## config.mk

```make
export PLATFORM = sky130hd
export DESIGN_NAME = cipher_seq_ctrl
export DESIGN_NICKNAME = d
export VERILOG_FILES = /design/src/rtl/cipher_seq_ctrl.sv
export SDC_FILE = /design/constraint.sdc
export NUM_CORES = 1
export LEC_CHECK = 0
export CAP_MARGIN = 20
export CORE_MARGIN = 2
export CORE_UTILIZATION = 30
export CTS_CLUSTER_SIZE = 24
export DETAILED_ROUTE_END_ITERATION = 12
export SETUP_SLACK_MARGIN = 0.5
export SLEW_MARGIN = 10
export SYNTH_ARGS = -nofsm -noshare
export SYNTH_HDL_FRONTEND = slang
export SYNTH_SLANG_ARGS = --single-unit
```

## constraint.sdc

```tcl
create_clock -name clk -period 3.3 [get_ports clk]
set_input_delay 0.33 -clock clk [delete_from_list [all_inputs] [get_ports clk]]
set_output_delay 0.33 -clock clk [all_outputs]
set_load 0.01 [all_outputs]
```

## src/rtl/cipher_seq_ctrl.sv

```systemverilog
`default_nettype none
// ==========================================================================
// cipher_seq_ctrl : buffers a message, feeds it to a per-character cipher
//                   core one character at a time, streams the ciphertext.
// Rev 1.0
// ==========================================================================
module cipher_seq_ctrl #(
    parameter int MSG_DEPTH = 16,
    localparam int IW = $clog2(MSG_DEPTH)
) (
    input  logic          clk,
    input  logic          rst,
    input  logic          start,
    input  logic [7:0]    key_in,
    input  logic          in_valid,
    output logic          in_ready,
    input  logic [7:0]    in_data,
    input  logic          in_last,
    output logic [1:0]    core_mode,
    output logic [7:0]    core_ptxt,
    output logic [7:0]    core_key,
    input  logic [7:0]    core_ctxt,
    input  logic          core_ready,
    input  logic          core_err,
    output logic          out_valid,
    input  logic          out_ready,
    output logic [7:0]    out_data,
    output logic          busy,
    output logic          done,
    output logic          err,
    output logic [1:0]    err_code,
    output logic [IW-1:0] err_pos
);

    localparam logic [2:0] S_IDLE  = 3'd0;
    localparam logic [2:0] S_LOAD  = 3'd1;
    localparam logic [2:0] S_ISSUE = 3'd2;
    localparam logic [2:0] S_WAIT  = 3'd3;
    localparam logic [2:0] S_OUT   = 3'd4;
    localparam logic [2:0] S_ERR   = 3'd5;

    localparam logic [IW:0] LAST_SLOT = (IW+1)'(MSG_DEPTH - 1);
    localparam logic [IW:0] CNT_ONE   = (IW+1)'(1);

    logic [2:0]    state_q,     state_d;
    logic [7:0]    key_q,       key_d;
    logic [IW:0]   count_q,     count_d;
    logic [IW-1:0] rd_idx_q,    rd_idx_d;
    logic [7:0]    out_data_q,  out_data_d;
    logic          out_valid_q, out_valid_d;
    logic          done_q,      done_d;
    logic [1:0]    err_code_q,  err_code_d;
    logic [IW-1:0] err_pos_q,   err_pos_d;

    logic [7:0]    msg_buf_q [MSG_DEPTH];

    always_comb begin
        state_d     = state_q;
        key_d       = key_q;
        count_d     = count_q;
        rd_idx_d    = rd_idx_q;
        out_data_d  = out_data_q;
        out_valid_d = out_valid_q;
        done_d      = 1'b0;
        err_code_d  = err_code_q;
        err_pos_d   = err_pos_q;

        case (state_q)
            S_IDLE, S_ERR: begin
                if (start) begin
                    key_d      = key_in;
                    count_d    = '0;
                    rd_idx_d   = '0;
                    err_code_d = 2'b00;
                    err_pos_d  = '0;
                    state_d    = S_LOAD;
                end
            end
            S_LOAD: begin
                if (in_valid) begin
                    count_d = count_q + CNT_ONE;
                    if (in_last || (count_q == LAST_SLOT)) begin
                        rd_idx_d = '0;
                        state_d  = S_ISSUE;
                    end
                end
            end
            S_ISSUE: begin
                // core_err is combinational on the character presented this cycle
                if (core_err) begin
                    err_code_d = 2'b01;
                    err_pos_d  = rd_idx_q;
                    state_d    = S_ERR;
                end else begin
                    state_d = S_WAIT;
                end
            end
            S_WAIT: begin
                if (core_ready) begin
                    out_data_d  = core_ctxt;
                    out_valid_d = 1'b1;
                    state_d     = S_OUT;
                end else begin
                    err_code_d = 2'b10;
                    err_pos_d  = rd_idx_q;
                    state_d    = S_ERR;
                end
            end
            S_OUT: begin
                if (out_ready) begin
                    out_valid_d = 1'b0;
                    if ({1'b0, rd_idx_q} == (count_q - CNT_ONE)) begin
                        done_d  = 1'b1;
                        state_d = S_IDLE;
                    end else begin
                        rd_idx_d = rd_idx_q + IW'(1);
                        state_d  = S_ISSUE;
                    end
                end
            end
            default: state_d = S_IDLE;
        endcase
    end

    always_ff @(posedge clk) begin
        if (rst) begin
            state_q     <= S_IDLE;
            key_q       <= 8'h00;
            count_q     <= '0;
            rd_idx_q    <= '0;
            out_data_q  <= 8'h00;
            out_valid_q <= 1'b0;
            done_q      <= 1'b0;
            err_code_q  <= 2'b00;
            err_pos_q   <= '0;
        end else begin
            state_q     <= state_d;
            key_q       <= key_d;
            count_q     <= count_d;
            rd_idx_q    <= rd_idx_d;
            out_data_q  <= out_data_d;
            out_valid_q <= out_valid_d;
            done_q      <= done_d;
            err_code_q  <= err_code_d;
            err_pos_q   <= err_pos_d;
        end
    end

    // Storage only; every read is bounded by count, so no reset is needed.
    always_ff @(posedge clk) begin
        if ((state_q == S_LOAD) && in_valid) begin
            msg_buf_q[count_q[IW-1:0]] <= in_data;
        end
    end

    assign in_ready  = (state_q == S_LOAD);
    assign busy      = (state_q == S_LOAD) || (state_q == S_ISSUE) ||
                       (state_q == S_WAIT) || (state_q == S_OUT);
    assign err       = (state_q == S_ERR);
    assign core_mode = (state_q == S_ISSUE) ? 2'b10 : 2'b00;
    assign core_ptxt = (state_q == S_ISSUE) ? msg_buf_q[rd_idx_q] : 8'h00;
    assign core_key  = key_q;
    assign out_valid = out_valid_q;
    assign out_data  = out_data_q;
    assign done      = done_q;
    assign err_code  = err_code_q;
    assign err_pos   = err_pos_q;

endmodule
`default_nettype wire

```

==> flow_summary.yaml <==
hold_path:
  min_path_cells: 3
  hold_path.class: "primary input to register"
  hold_path_end: "out_data[0]"
  hold_start: "core_ctxt[0]"
logic_synthesis:
  synth-compound-area-share: 0.0547
  synth_top_area_frac: 0.555
  async_flop_share: 0
  ys_warn_count: 0
  syn_area_um2: 6930
  syn_nets: 484
  ys.flop_type: "edfxtp_1"
  synth_area_leader_cell: "edfxtp_1"
  ys_types: 46
  synth_fa_ha_area_frac: 0.0126
  synthCells: 445
  ys_top_cells_by_area: "edfxtp_1 55%, mux4_2 13%, dfxtp_1 12%"
  synth_top_family_by_area: "multiplexers"
  synth-simple-area-share: 0.0824
  avgSynthCellArea_um2: 15.6
  synth_mux_area_frac: 0.147
  synth_xor_area_frac: 0.0101
  synth_edf_count: 128
  seq_area_frac_synth: 0.671
  synth_seq_cells: 168
route:
  drc: 0
  firstDrtPassIters: 5
  drt.antenna.violating_nets: 0
  vias: 4239
  wirelength_um: 15900
  wire_per_inst_um: 19.0
  vias_per_cell: 5.05
  initialDrtViolationCount: 264
place:
  dp_slack_ns: 0.566
  placed_cells: 796
  gp_congestion: 0.766
  post-dp-hpwl_um: 10200
  port_buffers: 67
floorplanning:
  die_h_um: 156
  die_width_um: 156
  coreArea_um2: 22600
  die_area_um2: 24300
  rows: 55
  initial_core_util: 0.306
  pin_count: 69
timing:
  rsz0062_at_grt: "yes"
  final-setup-viol-count: 0
  worst_pin_slew_ns: 0.741
  timing.setup.tns_ns: 0
  fin_crit_ns: 2.76
  relSlewSlack: 0.505
  hold_ws_ns: 0.454
  max_freq_mhz: 362
  slew_violations: 0
  layout_setup_ws_ns: 0.539
  finClkSkew_ns: 0.0141
  finalHoldViolations: 0
  fin_crit_sh: 0.837
cts:
  cts_buffers: 17
  clock_sinks: 168
  cts_buffer_depth: 2
  cts_tree: "yes"
  h-tree-depth: 4
  clkTransAtPathRegs_ns: 0.07
  clkLatencyLatePin_ns: 0.43
  cts_root_buf: "clkbuf_16"
  cts_hold_buf: 0
grt:
  antenna_found_initial: 0
  grt_usage: 0.138
  grt_pass1_vias: 4343
  grt_pass1_wl_um: 24700
  grt_overflow: 0
  grt_max_degree: 36
setup_path:
  cp_max_fo: 5
  required_ns: 2.97
  critical_path_class: "register to output port"
  cp-end-kind: "output port"
  rrSetupSlack_ns: 0.92
  rr_startpoint: "count_q[2]"
  arrival_ns: 2.43
  crit_path_start_kind: "register"
  reg2regPathDepth: 7
layout:
  final_nets: 580
  area_growth_pct: 27.5
  num_antenna_cells: 0
  final_util: 0.390
  stdcell_count: 839
  drive_gt1_frac: 0.220
power_and_ir_drop:
  power.density_nw_per_um2: 558
  peakVddDrop_v: 0.000256
  leakage_nw: 2.89
status:
  status: "complete, no violations"
flow_run:
  cap_violations: 0
layout by cell type (no fill, tap or decap), drive strengths merged, types with 3 or more instances in the layout:
cell,count
edfxtp,128
clkdlybuf4s50,59
buf,43
mux4,40
dfxtp,40
nor2,31
nand2,26
a21oi,24
clkbuf,18
nor3,14
inv,14
mux2i,12
nand3,11
o21ai,11
and2,10
clkinv,8
ha,7
xnor2,6
nor2b,5
nand2b,5
o311ai,5
a21boi,5
a211oi,4
and3,3
flip-flops by register name (all words and copies together), names as in the netlist, named ones only:
name / count
rd_idx_q: 4
out_data: 8
state_q: 3
err_pos: 4
count_q: 5
msg_buf_q: 128
core_key: 8
done: 1
out_valid: 1
err_code: 2
timing repair:
item	in CTS	in global routing
gates resized for setup	34	15
setup buffers	7	1
gates cloned	3	0
setup endpoints to repair	8	8
pin swaps	1	6
worst max-delay path by stage:
stage	endpoint	startpoint	cells after the start	slack, ns
2_1_floorplan	msg_buf_q[0][0]	state_q[0]	6	1.08
3_3_place_gp	core_ptxt[6]	register	5	0.59
3_5_place_dp	core_ptxt[6]	register	5	0.57
4_1_cts	core_ptxt[6]	register	5	0.43
5_1_grt	core_ptxt[4]	register	8	0.46
6_report	core_ptxt[4]	register	8	0.54
per-stage QoR:
step	total power, mW	instance area, um2
after floorplan	2.71	6930
after global placement	2.91	8040
after detailed placement	2.92	8040
after CTS	4.96	8780
after global routing	5.12	8830
final	4.92	8830
cell type report:
class	count	area, um2
fillers	2054	13800
clock buffers	17	425
repair buffers	103	1060
well taps	285	357
multi-input cells	244	2140
flip-flops and latches	168	4650
clock inverters	15	171
inverters	7	26.3
worst max-delay path, cell delays in order (launching register included):
cell	delay [ns]
dfxtp_4	0.37
buf_12	0.12
buf_12	0.10
buf_16	0.11
buf_4	0.11
mux4_2	0.47
mux4_2	0.46
and2_4	0.15
buf_6	0.11
cell families (layout without fill, tap and decap cells):
group                    after synthesis  in the layout
flip-flops                           168            168
AO/OA/AOI/OAI                         60             60
buffers and inverters                 33            142
XOR/XNOR                               8              8
adder cells (fa/ha/maj)                7              7
AND/OR/NAND/NOR                      116            116
other                                  1              1
multiplexers                          52             52
power breakdown:
part           internal [mW]  total (mW)  switching (mW)
Combinational          0.348       0.626           0.278
Sequential              2.31        2.34          0.0281
Clock                   1.02        1.96           0.940
cell usage after synthesis (2+ instances only):
cell / instances
o311ai_0: 5
a21oi_1: 24
inv_1: 6
nor2_1: 31
o21ai_0: 11
and3_1: 3
edfxtp_1: 128
nor2b_1: 5
o31ai_1: 2
mux4_2: 40
xnor2_1: 6
buf_1: 7
nand2b_1: 5
and3b_1: 2
buf_4: 6
mux2i_1: 12
ha_1: 7
a21boi_0: 3
dfxtp_1: 40
a211oi_1: 3
nor3_1: 14
nand3_1: 11
nor3b_1: 2
o211ai_1: 2
and2_1: 10
nand2_1: 26
a21boi_1: 2
a21o_1: 2
clkbuf_1: 10
buf_2: 3
xor2_1: 2
routing by layer:
layer  part of all wire  global-route usage
met1               0.45               0.185
met2               0.46               0.218
met3              0.076              0.0389
met4              0.013              0.0433
met5                  0                   0
No activity file was read; power rests on OpenSTA's default activity.
